`src/rtl/view_renderer.sv`:
```
// view_renderer
//   Draws a VIEW x VIEW tile window of a 32x32 wall map around the player,
//   one pixel per clock in raster order. The player occupies the centre
//   tile and is drawn with a marker on the edge it faces.
//
// Ports
//   clk, rst              clock, asynchronous active-high reset
//   refresh               redraw request pulse (merged into one pending request while busy)
//   px, py, direction     player cell (signed) and heading (00 E, 01 N, 10 W, 11 S)
//   map_addr, map_rdata   {row, col} lookup into the map; the wall bit returns one cycle later
//   draw_X, draw_Y        pixel coordinate, held while draw_we is low
//   color, draw_we        RGB333 pixel colour and its strobe
//   busy, done            frame in progress, single-cycle completion pulse
module view_renderer #(
  parameter int         CORDW    = 12,
  parameter int         TILE     = 16,
  parameter int         VIEW     = 9,
  parameter int         ORG_X    = 0,
  parameter int         ORG_Y    = 0,
  parameter logic [8:0] C_WALL   = 9'h1C0,
  parameter logic [8:0] C_FLOOR  = 9'h000,
  parameter logic [8:0] C_EDGE   = 9'h049,
  parameter logic [8:0] C_PLAYER = 9'h1F8,
  parameter logic [8:0] C_FACE   = 9'h03F
) (
  input  logic                    clk,
  input  logic                    rst,
  input  logic                    refresh,
  input  logic signed [5:0]       px,
  input  logic signed [5:0]       py,
  input  logic [1:0]              direction,
  output logic [9:0]              map_addr,
  input  logic                    map_rdata,
  output logic signed [CORDW-1:0] draw_X,
  output logic signed [CORDW-1:0] draw_Y,
  output logic [8:0]              color,
  output logic                    draw_we,
  output logic                    busy,
  output logic                    done
);

  localparam int S    = VIEW * TILE;
  localparam int PW   = $clog2(S);
  localparam int TW   = $clog2(TILE);
  localparam int XW   = PW - TW;
  localparam int HALF = VIEW / 2;
  localparam int Q    = TILE / 4;
  // Tiny tiles still get a one-pixel facing marker.
  localparam int FQ   = (Q == 0) ? 1 : Q;

  localparam logic [PW-1:0]    LAST        = PW'(S - 1);
  localparam logic [XW-1:0]    CTR         = XW'(HALF);
  localparam logic [6:0]       HALF7       = 7'(HALF);
  localparam logic [TW-1:0]    FACE_LO_MAX = TW'(FQ - 1);
  localparam logic [TW-1:0]    FACE_HI_MIN = TW'(TILE - FQ);
  localparam logic [TW:0]      INNER_MIN   = (TW+1)'(Q);
  localparam logic [TW:0]      INNER_SPAN  = (TW+1)'(TILE - 2 * Q);
  localparam logic [CORDW-1:0] ORG_XC      = CORDW'(ORG_X);
  localparam logic [CORDW-1:0] ORG_YC      = CORDW'(ORG_Y);

  typedef enum logic [1:0] {IDLE, DRAW, FLUSH} state_t;

  state_t            state, state_nx;
  logic              pending;
  logic              flush_cnt;
  logic              start;
  logic              last_pix;
  logic [PW-1:0]     x_cnt, y_cnt;
  logic signed [5:0] lpx, lpy;
  logic [1:0]        ldir;

  logic [XW-1:0]     tx, ty;
  logic [TW-1:0]     sx, sy;
  logic [6:0]        col, row;
  logic              out_of_map;
  logic              centre;
  logic              facing;
  logic [TW:0]       dx, dy;
  logic              inner;

  logic              s1_valid;
  logic [PW-1:0]     s1_x, s1_y;
  logic              s1_edge, s1_face, s1_player;

  assign start    = (state == IDLE) && (refresh || pending);
  assign last_pix = (state == DRAW) && (x_cnt == LAST) && (y_cnt == LAST);

  // State register
  always_ff @(posedge clk or posedge rst) begin
    if (rst) state <= IDLE;
    else     state <= state_nx;
  end

  // Next-state logic; FLUSH covers the two cycles the pixel pipeline needs to drain
  always_comb begin
    state_nx = state;
    case (state)
      IDLE:    if (start) state_nx = DRAW;
      DRAW:    if (last_pix) state_nx = FLUSH;
      FLUSH:   if (flush_cnt) state_nx = IDLE;
      default: state_nx = IDLE;
    endcase
  end

  // Cell address of the pixel being issued, in 7-bit two's complement
  always_comb begin
    tx         = x_cnt[PW-1:TW];
    ty         = y_cnt[PW-1:TW];
    sx         = x_cnt[TW-1:0];
    sy         = y_cnt[TW-1:0];
    col        = {lpx[5], lpx} - HALF7 + {{(7-XW){1'b0}}, tx};
    row        = {lpy[5], lpy} - HALF7 + {{(7-XW){1'b0}}, ty};
    out_of_map = (col[6:5] != 2'b00) || (row[6:5] != 2'b00);
  end

  // Player marker geometry inside the centre tile. The inner-half test is done
  // as an offset range compare so a zero-width border does not degenerate.
  always_comb begin
    centre = (tx == CTR) && (ty == CTR);
    case (ldir)
      2'b00:   facing = (sx >= FACE_HI_MIN);
      2'b01:   facing = (sy <= FACE_LO_MAX);
      2'b10:   facing = (sx <= FACE_LO_MAX);
      default: facing = (sy >= FACE_HI_MIN);
    endcase
    dx    = {1'b0, sx} - INNER_MIN;
    dy    = {1'b0, sy} - INNER_MIN;
    inner = (dx < INNER_SPAN) && (dy < INNER_SPAN);
  end

  // Output logic of the FSM
  always_comb begin
    busy     = (state != IDLE);
    map_addr = '0;
    if (state == DRAW) map_addr = {row[4:0], col[4:0]};
  end

  // Request handling: inputs are captured only when a frame is accepted, and
  // any refresh arriving while not accepted collapses into one pending flag.
  always_ff @(posedge clk or posedge rst) begin
    if (rst) begin
      pending <= 1'b0;
      lpx     <= 6'sd1;
      lpy     <= 6'sd7;
      ldir    <= 2'b00;
    end else if (start) begin
      pending <= 1'b0;
      lpx     <= px;
      lpy     <= py;
      ldir    <= direction;
    end else if (refresh) begin
      pending <= 1'b1;
    end
  end

  // Raster scan counters and the flush timer
  always_ff @(posedge clk or posedge rst) begin
    if (rst) begin
      x_cnt     <= '0;
      y_cnt     <= '0;
      flush_cnt <= 1'b0;
    end else begin
      flush_cnt <= (state == FLUSH);
      if (start) begin
        x_cnt <= '0;
        y_cnt <= '0;
      end else if (state == DRAW) begin
        if (x_cnt == LAST) begin
          x_cnt <= '0;
          y_cnt <= y_cnt + 1'b1;
        end else begin
          x_cnt <= x_cnt + 1'b1;
        end
      end
    end
  end

  // Stage 1 waits alongside the map read; stage 2 merges the wall bit in
  always_ff @(posedge clk or posedge rst) begin
    if (rst) begin
      s1_valid  <= 1'b0;
      s1_x      <= '0;
      s1_y      <= '0;
      s1_edge   <= 1'b0;
      s1_face   <= 1'b0;
      s1_player <= 1'b0;
    end else begin
      s1_valid  <= (state == DRAW);
      s1_x      <= x_cnt;
      s1_y      <= y_cnt;
      s1_edge   <= out_of_map;
      s1_face   <= centre && facing;
      s1_player <= centre && inner;
    end
  end

  always_ff @(posedge clk or posedge rst) begin
    if (rst) begin
      draw_we <= 1'b0;
      draw_X  <= '0;
      draw_Y  <= '0;
      color   <= '0;
      done    <= 1'b0;
    end else begin
      draw_we <= s1_valid;
      done    <= (state == FLUSH) && flush_cnt;
      if (s1_valid) begin
        draw_X <= ORG_XC + {{(CORDW-PW){1'b0}}, s1_x};
        draw_Y <= ORG_YC + {{(CORDW-PW){1'b0}}, s1_y};
        if (s1_face)        color <= C_FACE;
        else if (s1_player) color <= C_PLAYER;
        else if (s1_edge)   color <= C_EDGE;
        else if (map_rdata) color <= C_WALL;
        else                color <= C_FLOOR;
      end
    end
  end

endmodule

```
`config.mk`:
```
export PLATFORM = sky130hd
export DESIGN_NAME = view_renderer
export DESIGN_NICKNAME = d
export VERILOG_FILES = /design/src/rtl/view_renderer.sv
export SDC_FILE = /design/constraint.sdc
export NUM_CORES = 1
export LEC_CHECK = 0
export CAP_MARGIN = 20
export CORE_MARGIN = 2
export CORE_UTILIZATION = 45
export DETAILED_ROUTE_END_ITERATION = 6
export PLACE_DENSITY = 0.77
export SLEW_MARGIN = 20
export SYNTH_ARGS = -nofsm -noshare
export SYNTH_HDL_FRONTEND = slang
export SYNTH_SLANG_ARGS = --single-unit
```
`constraint.sdc`:
```
create_clock -name clk -period 2.4 [get_ports clk]
set_input_delay 0.24 -clock clk [delete_from_list [all_inputs] [get_ports clk]]
set_output_delay 0.24 -clock clk [all_outputs]
set_load 0.03 [all_outputs]
```
==> results of run 1 <==
==> layout make-up <==
type / count / area (um^2) / area share [%]
well taps: 102 / 128 / 2.71
inverters: 35 / 131 / 2.79
repair buffers: 76 / 716 / 15.2
multi-input cells: 215 / 1570 / 33.4
clock buffers: 9 / 124 / 2.63
clock inverters: 7 / 73.8 / 1.57
flip-flops and latches: 78 / 1960 / 41.6
==> sequential cells by signal, indices dropped and copies added (netlist names), 2 cells and up <==
| name | flops |
|---|---|
| color | 6 |
| draw_X | 8 |
| draw_Y | 8 |
| ldir | 2 |
| lpx | 6 |
| lpy | 6 |
| s1_x | 8 |
| s1_y | 8 |
| state | 2 |
| x_cnt | 8 |
| y_cnt | 8 |
==> power by group through the flow <==
stage	Combinational [uW]	Clock [uW]	Sequential [uW]
after detailed placement	1520	0	1770
after global placement	1490	0	1760
after floorplan	766	0	1930
final	1700	981	1740
after global routing	1850	1080	1780
after CTS	1610	999	1750
==> metrics by stage <==
stage	hold slack, ns	instance area (um^2)	worst slack [ns]
after floorplan	0.323	3700	0.156
after global placement	0.396	4340	0.235
after detailed placement	0.399	4340	0.198
after CTS	0.319	4620	0.0252
after global routing	0.335	4700	-0.0713
final	0.296	4700	0.0338
==> kinds of logic (layout without fill, tap and decap cells) <==
logic type               after synthesis  in the layout
adder cells (fa/ha/maj)               27             27
other                                  1              8
multiplexers                          25             25
flip-flops                            78             78
XOR/XNOR                               9              9
buffers and inverters                 56            127
AND/OR/NAND/NOR                      108            108
AO/OA/AOI/OAI                         38             38
==> worst paths after layout <==
kind / start / end
hold reg to reg: y_cnt[3]$_DFFE_PP0P_ / s1_y[3]$_DFF_PP0_
setup reg to reg: lpy[2]$_DFFE_PP1N_ / s1_edge$_DFF_PP0_
max in group asynchronous: rst / lpy[2]$_DFFE_PP1N_
setup / recovery: lpy[2]$_DFFE_PP1N_ / map_addr[9]
min in group clk: py[1] / lpy[1]$_DFFE_PP1N_
hold / removal: rst / draw_X[2]$_DFFE_PP0P_
==> critical path: stages, from the launching register on <==
cell	delay, ns
dfstp_2	0.53
inv_2	0.05
ha_4	0.26
inv_2	0.04
ha_4	0.19
a21o_1	0.16
a21oi_2	0.17
xor2_1	0.16
nor2_1	0.06
buf_4	0.17
==> per-layer routing <==
layer	vias up	part of all wire (%)	GRT usage [%]
li1	1256	-	-
met1	1239	45	25.0
met2	76	48	27.0
met3	7	6.2	4.47
met4	0	1.4	5.43
met5	-	0	0
==> layout by cell type (no fill, tap or decap), drive strengths merged, types with 4 or more instances in the layout <==
cell type | netlist | routed
nand3 | 6 | 6
nand4 | 5 | 5
dfrtp | 74 | 74
dfstp | 4 | 4
nor2 | 28 | 28
nand2b | 4 | 4
inv | 34 | 35
a21oi | 12 | 12
nor3 | 6 | 6
nor2b | 5 | 5
mux2 | 21 | 21
conb | 1 | 8
clkbuf | 9 | 9
xnor2 | 5 | 5
clkinv | 1 | 5
buf | 12 | 29
nand2 | 38 | 38
xor2 | 4 | 4
and2 | 8 | 8
o21ai | 13 | 13
ha | 25 | 25
clkdlybuf4s50 | 0 | 46
==> what timing repair did <==
action,in CTS,in global routing
resized for setup,10,9
hold buffers,0,0
pin swaps,8,10
setup endpoints to repair,2,6
buffers inserted,5,7
==> metrics.md, run 1 <==
| Metric | Value |
|---|---|
| Status | completed |
| Synth Warn # | 0 |
| Max-slew headroom | 47.2% |
| Area Growth Syn to Fin | 28.0% |
| First-pass DRT Iterations | 5 |
| Primary FF master, synth | dfrtp_1 |
| Starting Density | 47.1% |
| Post-synthesis cell type count | 39 |
| I/O Buffers | 55 |
| Gate Count Post-Synth | 342 |
| Synth Area in XOR/XNOR | 2.14% |
| Worst setup SP type | register |
| Proportion of layout cells with a drive suffix above 1 | 22.1% |
| Async S/R FF share, synth | 100% |
| Setup Skew | 0.00839 ns |
| Sink Count | 78 |
| RSZ-0062 raised after global routing | yes |
| Synth Area in Compound Gates | 6.02% |
| Final Non-Filler Cells | 522 |
| Worst-Margin Slew | 0.792 ns |
| FILL cells | 623 |
| Biggest area consumer among synthesized cells | dfrtp_1 |
| Adder-cell share of the synthesized area | 9.60% |
| Dpl cells | 494 |
| Initial antenna violation count | 0 |
| Number of synthesized flops with an enable pin | 0 |
| Die Area | 0.00891 mm^2 |
| Clock slew at reported path FFs | 0.08 ns |
| Seq/Total Area, Yosys | 53.2% |
| CP Capture Type | output port |
| Logic pwr share | 38.4% |
| Final Wtd Congestion | 0.831 |
| Die Y-Extent | 94.4 um |
| Final Cycle Share | 98.6% |
| Min cycle time layout | 2.37 ns |
| Sw Ratio | 35.4% |
| TritonCTS clock tree | done |
| IO Pins | 64 |
| Internal Power | 2860 uW |
| Data arrival at the endpoint of the critical path | 2.13 ns |
| Final Setup Violations | 0 |
| WS Path Type | reg2out |
| Peak supply drop | 0.000453 V |
| Synth Cell Area | 0.00368 mm^2 |
| Main combinational cell family by area after synthesis | simple AND/OR/NAND/NOR gates |
| CTS buffer count | 9 |
| Worst min path class | in2async |
| Worst-case reg-to-reg path depth | 8 |
| FF+latch count, synth | 78 |
| DR vias | 2578 |
| Vias per cell | 4.94 |
| Congestion Overflow GR | 0 |
| Count leader, synth | dfrtp_1 |
| Final wirelength | 7210 um |
| Flop2flop setup slack | 0.28 ns |
| Fmax achieved | 423 MHz |
| Total negative slack | 0 ns |
| Clock Path Buffers | 2 |
| Synth top area cells | dfrtp_1 50%, ha_1 8.5%, mux2_2 6.4%, nand2_1 3.9%, inv_1 3.5% |
| Routed length per instance | 13.8 um |
| Multiplexer area fraction after synthesis | 7.86% |
| Top cells by count, synth | 74 x dfrtp_1, 38 x nand2_1, 34 x inv_1 |
| Drt drc | 0 |
| Largest net degree at the start of global routing | 79 |
| H-tree levels | 3 |
| Leak | 0.00217 uW |
| HPWL Detailed | 4890 um |
| Site Rows | 32 |
| Initial DRC count | 75 |
| Register share of total power | 39.4% |
| Final Max Slew Viols | 0 |
| Vias in the first global route | 2520 |
| Total Power | 4420 uW |
| P_sw | 1570 uW |
| CTS Root Buffer Type | clkbuf_8 |
| GRT Overall Usage | 17.7% |
| Pwr dens | 940 mW/mm^2 |
| N_diodes | 0 |
| Post-DRT Antenna Nets | 0 |
| Chip Width | 94.4 um |
| Core Area | 0.00781 mm^2 |
| Clock power share | 22.2% |
| Nets | 460 |
| MaxCap Viol Count | 0 |
| First-pass GRT wire length | 12000 um |
| Critical Path RT | 2.16 ns |
| Synth Area in Simple Gates | 14.2% |
| Clock latency on the worst-skew pair | 0.35 ns |
| Final hold vios | 0 |
| Crit-path max FO | 2 |
| Top-area cell type share of the netlist area | 50.4% |
| Average size of a mapped cell | 10.7 um^2 |
| Final core occ | 60.3% |
No activity file was read; power rests on OpenSTA's default activity.
==> run 2, diff against run 1 <==
==> constraint.sdc (replaced) <==
create_clock -name clk -period 2.4 [get_ports clk]
set_input_delay 0.48 -clock clk [delete_from_list [all_inputs] [get_ports clk]]
set_output_delay 0.48 -clock clk [all_outputs]
set_load 0.03 [all_outputs]
==> metrics.md, run 2 (synthesized netlist as in run 1, its figures left out) <==
| Metric | Value |
|---|---|
| Final Cycle Share | 109% (was 98.6%) |
| Peak supply drop | 0.000392 V (was 0.000453 V) |
| H-tree levels | 3 (unchanged) |
| Drt drc | 0 (unchanged) |
| Final Non-Filler Cells | 532 (was 522) |
| CP Capture Type | output port (unchanged) |
| CTS buffer count | 9 (unchanged) |
| Worst setup SP type | register (unchanged) |
| Most common cell after layout, fill and taps aside | dfrtp_1 (unchanged) |
| Starting Density | 47.1% (unchanged) |
| Placed cell areas | 0.00440 mm^2 (was 0.00434 mm^2) |
| Most frequent cells in the layout | 74 x dfrtp_1, 45 x clkdlybuf4s50_1, 37 x nand2_1, 32 x buf_4, 27 x inv_1 (was 72 x dfrtp_1, 46 x clkdlybuf4s50_1, 38 x nand2_1, 28 x inv_1) |
| Data arrival at the endpoint of the critical path | 2.14 ns (was 2.13 ns) |
| RSZ-0062 raised after global routing | yes (unchanged) |
| Die Y-Extent | 94.4 um (unchanged) |
| N_diodes | 0 (unchanged) |
| Final Setup Violations | 8 (was 0) |
| Die Area | 0.00891 mm^2 (unchanged) |
| Final hold vios | 0 (unchanged) |
| Worst min path class | reg2reg (was in2async) |
| Setup Skew | 0.00791 ns (was 0.00839 ns) |
| Critical Path RT | 1.92 ns (was 2.16 ns) |
| Clock slew at reported path FFs | 0.08 ns (about the same) |
| Vias in the first global route | 2714 (was 2520) |
| Initial antenna violation count | 0 (unchanged) |
| CTS Hold Bufs | 0 (unchanged) |
| Final wirelength | 7850 um (was 7210 um) |
| Pwr dens | 939 mW/mm^2 (was 940 mW/mm^2) |
| WS Path Type | reg2out (unchanged) |
| Final hold slack | 0.415 ns (was 0.296 ns) |
| Proportion of layout cells with a drive suffix above 1 | 26.3% (was 22.1%) |
| Chip Width | 94.4 um (unchanged) |
| HPWL Detailed | 5190 um (was 4890 um) |
| Core Area | 0.00781 mm^2 (unchanged) |
| Final worst slack | -0.219 ns (was 0.0338 ns) |
| Area Growth Syn to Fin | 33.2% (was 28.0%) |
| Crit-path max FO | 2 (unchanged) |
| I/O Buffers | 55 (unchanged) |
| Min cycle time layout | 2.62 ns (was 2.37 ns) |
| Congestion Overflow GR | 0 (unchanged) |
| DR vias | 2716 (was 2578) |
| Routed length per instance | 14.7 um (was 13.8 um) |
| Clock Path Buffers | 2 (unchanged) |
| Clock latency on the worst-skew pair | 0.35 ns (about the same) |
| Fmax achieved | 382 MHz (was 423 MHz) |
| CTS Root Buffer Type | clkbuf_8 (unchanged) |
| Nets | 470 (was 460) |
| Worst-Margin Slew | 0.791 ns (was 0.792 ns) |
| Max-slew headroom | 47.3% (was 47.2%) |
| Final instance area | 0.00489 mm^2 (was 0.00470 mm^2) |
| Largest net degree at the start of global routing | 32 (was 79) |
| TritonCTS clock tree | done (unchanged) |
| Failing checks | negative setup slack |
| Leak | 0.00222 uW (was 0.00217 uW) |
| Final Wtd Congestion | 0.835 (was 0.831) |
| Post-DRT Antenna Nets | 0 (unchanged) |
| First-pass DRT Iterations | 5 (unchanged) |
| Initial DRC count | 160 (was 75) |
| GRT Overall Usage | 19.3% (was 17.7%) |
| Dpl cells | 501 (was 494) |
| First-pass GRT wire length | 13100 um (was 12000 um) |
| Site Rows | 32 (unchanged) |
| MaxCap Viol Count | 0 (unchanged) |
| Final Max Slew Viols | 0 (unchanged) |
| Sink Count | 78 (unchanged) |
| Status | complete, but fails checks (was completed) |
| IO Pins | 64 (unchanged) |
| Vias per cell | 5.11 (was 4.94) |
-- run 2: layer usage --
metal | GRT usage (%) | share of wire (%) | vias up
met4 | 8.45 | 2.6 | 0
met5 | 0 | 0 | -
met1 | 23.9 | 43 | 1323
li1 | - | - | 1278
met3 | 4.79 | 5.6 | 21
met2 | 32.2 | 49 | 94
-- run 2: metrics by stage --
stage / power, uW / utilization (%) / setup slack, ns / TNS (ns)
after detailed placement: 3310 / 56.3 / -0.0115 / -0.0115
after global placement: 3250 / 56.3 / 0.0364 / 0
final: 4600 / 62.7 / -0.219 / -1.04
after global routing: 4860 / 62.7 / -0.311 / -1.58
after CTS: 4510 / 62.2 / -0.252 / -0.727
after floorplan: 2710 / - / 0.0388 / 0
-- run 2: worst paths after layout --
check | startpoint | to | slack (ns) | cells after the start
setup / recovery | lpy[2]$_DFFE_PP1N_ | map_addr[9] | -0.22 | 9
min in group asynchronous | rst | x_cnt[3]$_DFFE_PP0P_ | 0.57 | 2
hold reg to reg | y_cnt[3]$_DFFE_PP0P_ | s1_y[3]$_DFF_PP0_ | 0.41 | 0
hold / removal | y_cnt[3]$_DFFE_PP0P_ | s1_y[3]$_DFF_PP0_ | 0.41 | 0
max in group asynchronous | rst | lpy[2]$_DFFE_PP1N_ | 1.25 | 3
setup reg to reg | x_cnt[6]$_DFFE_PP0P_ | s1_face$_DFF_PP0_ | -0.13 | 16
-- run 2: cell type report --
class	count	area [um^2]
Clock inverter	6	46.3
Sequential cell	78	1960
Multi-Input combinational cell	215	1680
Inverter	35	135
Timing Repair Buffer	86	808
Tap cell	102	128
Fill cell	626	2910
Clock buffer	10	138
-- run 2: worst max-delay path, stage by stage, from the launching register on --
cell and delay (ns):
dfstp_2 0.54, inv_2 0.05, ha_4 0.26, inv_2 0.04, ha_4 0.19, a21o_1 0.16, a21oi_2 0.17, xor2_1 0.19
nor2_2 0.05, buf_6 0.13
-- run 2: timing repair --
action / in CTS / in global routing
setup endpoints to repair: 7 / 9
pin swaps: 19 / 14
hold endpoints to repair: 0 / 0
setup buffers: 13 / 2
gates resized for setup: 33 / 5
-- run 2: report_power, final --
part / internal (uW) / switching [uW] / leakage [uW]
Clock: 408 / 492 / 0.0000889
Sequential: 1580 / 175 / 0.000916
Combinational: 935 / 1010 / 0.00121
==> run 3, diff against run 2 <==
--- a/config.mk
+++ b/config.mk
@@ -7,9 +7,10 @@
 export LEC_CHECK = 0
 export CAP_MARGIN = 20
 export CORE_MARGIN = 2
-export CORE_UTILIZATION = 45
+export CORE_UTILIZATION = 48
+export CTS_CLUSTER_DIAMETER = 80
 export DETAILED_ROUTE_END_ITERATION = 6
-export PLACE_DENSITY = 0.77
+export PLACE_DENSITY = 0.81
 export SLEW_MARGIN = 20
 export SYNTH_ARGS = -nofsm -noshare
 export SYNTH_HDL_FRONTEND = slang
==> metrics.md, run 3 (synthesized netlist as in run 1, its figures left out) <==
| Metric | Value |
|---|---|
| Status | complete, but fails checks (unchanged) |
| Failing checks | negative setup slack (unchanged) |
| Sink Count | 78 (unchanged) |
| HPWL Detailed | 5240 um (was 5190 um) |
| Vias per cell | 5.09 (was 5.11) |
| First-pass DRT Iterations | 4 (was 5) |
| Final hold slack | 0.414 ns (was 0.415 ns) |
| Initial DRC count | 164 (was 160) |
| MaxCap Viol Count | 0 (unchanged) |
| Die Area | 0.00837 mm^2 (was 0.00891 mm^2) |
| CTS buffer count | 9 (unchanged) |
| Clock power share | 24.0% (was 19.6%) |
| Final Max Slew Viols | 0 (unchanged) |
| Metal-1 WL | 3280 um (was 3370 um) |
| Final wirelength | 7750 um (was 7850 um) |
| CTS Hold Bufs | 0 (unchanged) |
| Final hold vios | 0 (unchanged) |
| Worst-Margin Slew | 0.828 ns (was 0.791 ns) |
| Final worst slack | -0.184 ns (was -0.219 ns) |
| CTS Root Buffer Type | clkbuf_8 (unchanged) |
| WS Path Type | reg2out (unchanged) |
| Dpl cells | 499 (was 501) |
| Sw Ratio | 34.9% (was 36.5%) |
| Nets | 465 (was 470) |
| Max-slew headroom | 44.8% (was 47.3%) |
| Crit-path max FO | 2 (unchanged) |
| RSZ-0062 raised after global routing | yes (unchanged) |
| WL met3 | 445 um (was 438 um) |
| N_diodes | 0 (unchanged) |
| Placed cell areas | 0.00439 mm^2 (was 0.00440 mm^2) |
| Drt drc | 0 (unchanged) |
| Internal Power | 3030 uW (was 2920 uW) |
| I/O Buffers | 55 (unchanged) |
| H-tree levels | 3 (unchanged) |
| Final Wtd Congestion | 0.852 (was 0.835) |
| Site Rows | 31 (was 32) |
| DR vias | 2667 (was 2716) |
| Clock slew at reported path FFs | 0.08 ns (about the same) |
| Final instance area | 0.00487 mm^2 (was 0.00489 mm^2) |
| Critical Path RT | 1.92 ns (about the same) |
| GRT Overall Usage | 19.8% (was 19.3%) |
| Proportion of layout cells with a drive suffix above 1 | 25.4% (was 26.3%) |
| Chip Width | 91.5 um (was 94.4 um) |
| Core Area | 0.00733 mm^2 (was 0.00781 mm^2) |
| Met2 WL | 3950 um (was 3840 um) |
| Vias in the first global route | 2715 (was 2714) |
| Total negative slack | -0.544 ns (was -1.04 ns) |
| TritonCTS clock tree | done (unchanged) |
| Final Non-Filler Cells | 524 (was 532) |
| IO Pins | 64 (unchanged) |
| Setup Skew | 0.0102 ns (was 0.00791 ns) |
| Min cycle time layout | 2.58 ns (was 2.62 ns) |
| Data arrival at the endpoint of the critical path | 2.10 ns (was 2.14 ns) |
| Most frequent cells in the layout | 73 x dfrtp_1, 45 x clkdlybuf4s50_1, 37 x nand2_1, 31 x buf_4, 26 x nor2_1 (was 74 x dfrtp_1, 45 x clkdlybuf4s50_1, 37 x nand2_1, 32 x buf_4, 27 x inv_1) |
| Clock latency on the worst-skew pair | 0.35 ns (about the same) |
| Final Cycle Share | 108% (was 109%) |
| Register share of total power | 37.7% (was 38.1%) |
| Starting Density | 50.1% (was 47.1%) |
| CP Capture Type | output port (unchanged) |
| Routed length per instance | 14.8 um (was 14.7 um) |
| Final core occ | 66.4% (was 62.7%) |
| Most common cell after layout, fill and taps aside | dfrtp_1 (unchanged) |
| Area Growth Syn to Fin | 32.5% (was 33.2%) |
| Pwr dens | 955 mW/mm^2 (was 939 mW/mm^2) |
| Leak | 0.00220 uW (was 0.00222 uW) |
| Clock Path Buffers | 2 (unchanged) |
| Logic pwr share | 38.3% (was 42.3%) |
| Fmax achieved | 387 MHz (was 382 MHz) |
| Final Setup Violations | 6 (was 8) |
| Worst min path class | reg2reg (unchanged) |
| Congestion Overflow GR | 0 (unchanged) |
| Initial antenna violation count | 0 (unchanged) |
| Largest net degree at the start of global routing | 32 (unchanged) |
| Die Y-Extent | 91.5 um (was 94.4 um) |
| Peak supply drop | 0.000433 V (was 0.000392 V) |
| Post-DRT Antenna Nets | 0 (unchanged) |
| P_sw | 1620 uW (was 1680 uW) |
| Top Layer Used | met4 (unchanged) |
| First-pass GRT wire length | 12800 um (was 13100 um) |
| Worst setup SP type | register (unchanged) |
## run 3: changes by cell type in the layout (fill, tap and decap cells not counted), moves of 2 or more
cell	previous run	this run
inv_4	0	2
clkinv_4	2	0
buf_6	5	2
inv_1	27	25
bufinv_16	0	2
## run 3: metal layers
metal  vias to the layer above  GRT usage (%)
li1                       1274              -
met1                      1291           24.2
met2                        95           34.0
met3                         7           4.81
met4                         0           6.69
met5                         -              0
## run 3: final timing paths
path / endpoint / start / cells after the start / slack (ns)
max: map_addr[9] / lpy[2]$_DFFE_PP1N_ / 9 / -0.18
min: s1_y[3]$_DFF_PP0_ / y_cnt[3]$_DFFE_PP0P_ / 0 / 0.41
max reg2reg: s1_edge$_DFF_PP0_ / lpy[0]$_DFFE_PP1N_ / 8 / 0.34
min reg2reg: s1_y[3]$_DFF_PP0_ / y_cnt[3]$_DFFE_PP0P_ / 0 / 0.41
max in group asynchronous: s1_x[4]$_DFF_PP0_ / rst / 3 / 1.28
min in group asynchronous: draw_we$_DFF_PP0_ / rst / 2 / 0.53
## run 3: power groups by stage
stage | Sequential (uW) | Clock (uW) | Combinational (uW)
after global placement | 1750 | 0 | 1500
after global routing | 1780 | 1220 | 1910
final | 1750 | 1120 | 1780
after CTS | 1750 | 1150 | 1700
after detailed placement | 1760 | 0 | 1540
after floorplan | 1930 | 0 | 773
## run 3: cell type report
type / count / area (um^2)
Clock inverter: 6 / 92.6
Tap cell: 99 / 124
Timing Repair Buffer: 81 / 747
Clock buffer: 10 / 138
Sequential cell: 78 / 1960
Multi-Input combinational cell: 215 / 1670
Inverter: 35 / 140
Fill cell: 547 / 2460
## run 3: stage by stage
| stage | power [uW] | worst slack, ns |
|---|---|---|
| finish | 4650 | -0.184 |
| global route | 4920 | -0.270 |
| CTS | 4600 | -0.217 |
| detailed placement | 3300 | 0.0120 |
| global placement | 3250 | 0.0373 |
| floorplan | 2710 | 0.0388 |
## run 3: worst max-delay path: stages, from the launching register on
cell and delay, ns:
dfstp_2 0.53, inv_2 0.04, ha_4 0.26, inv_2 0.04
ha_4 0.20, a21o_1 0.16, a21oi_2 0.16, xor2_1 0.19
nor2_2 0.05, buf_6 0.13
## run 3: what timing repair did
action | 4_1_cts | 5_1_grt
endpoints found under the setup margin | 7 | 7
resized for setup | 31 | 6
cloned | 0 | 0
pin swaps | 18 | 9
setup buffers | 4 | 5
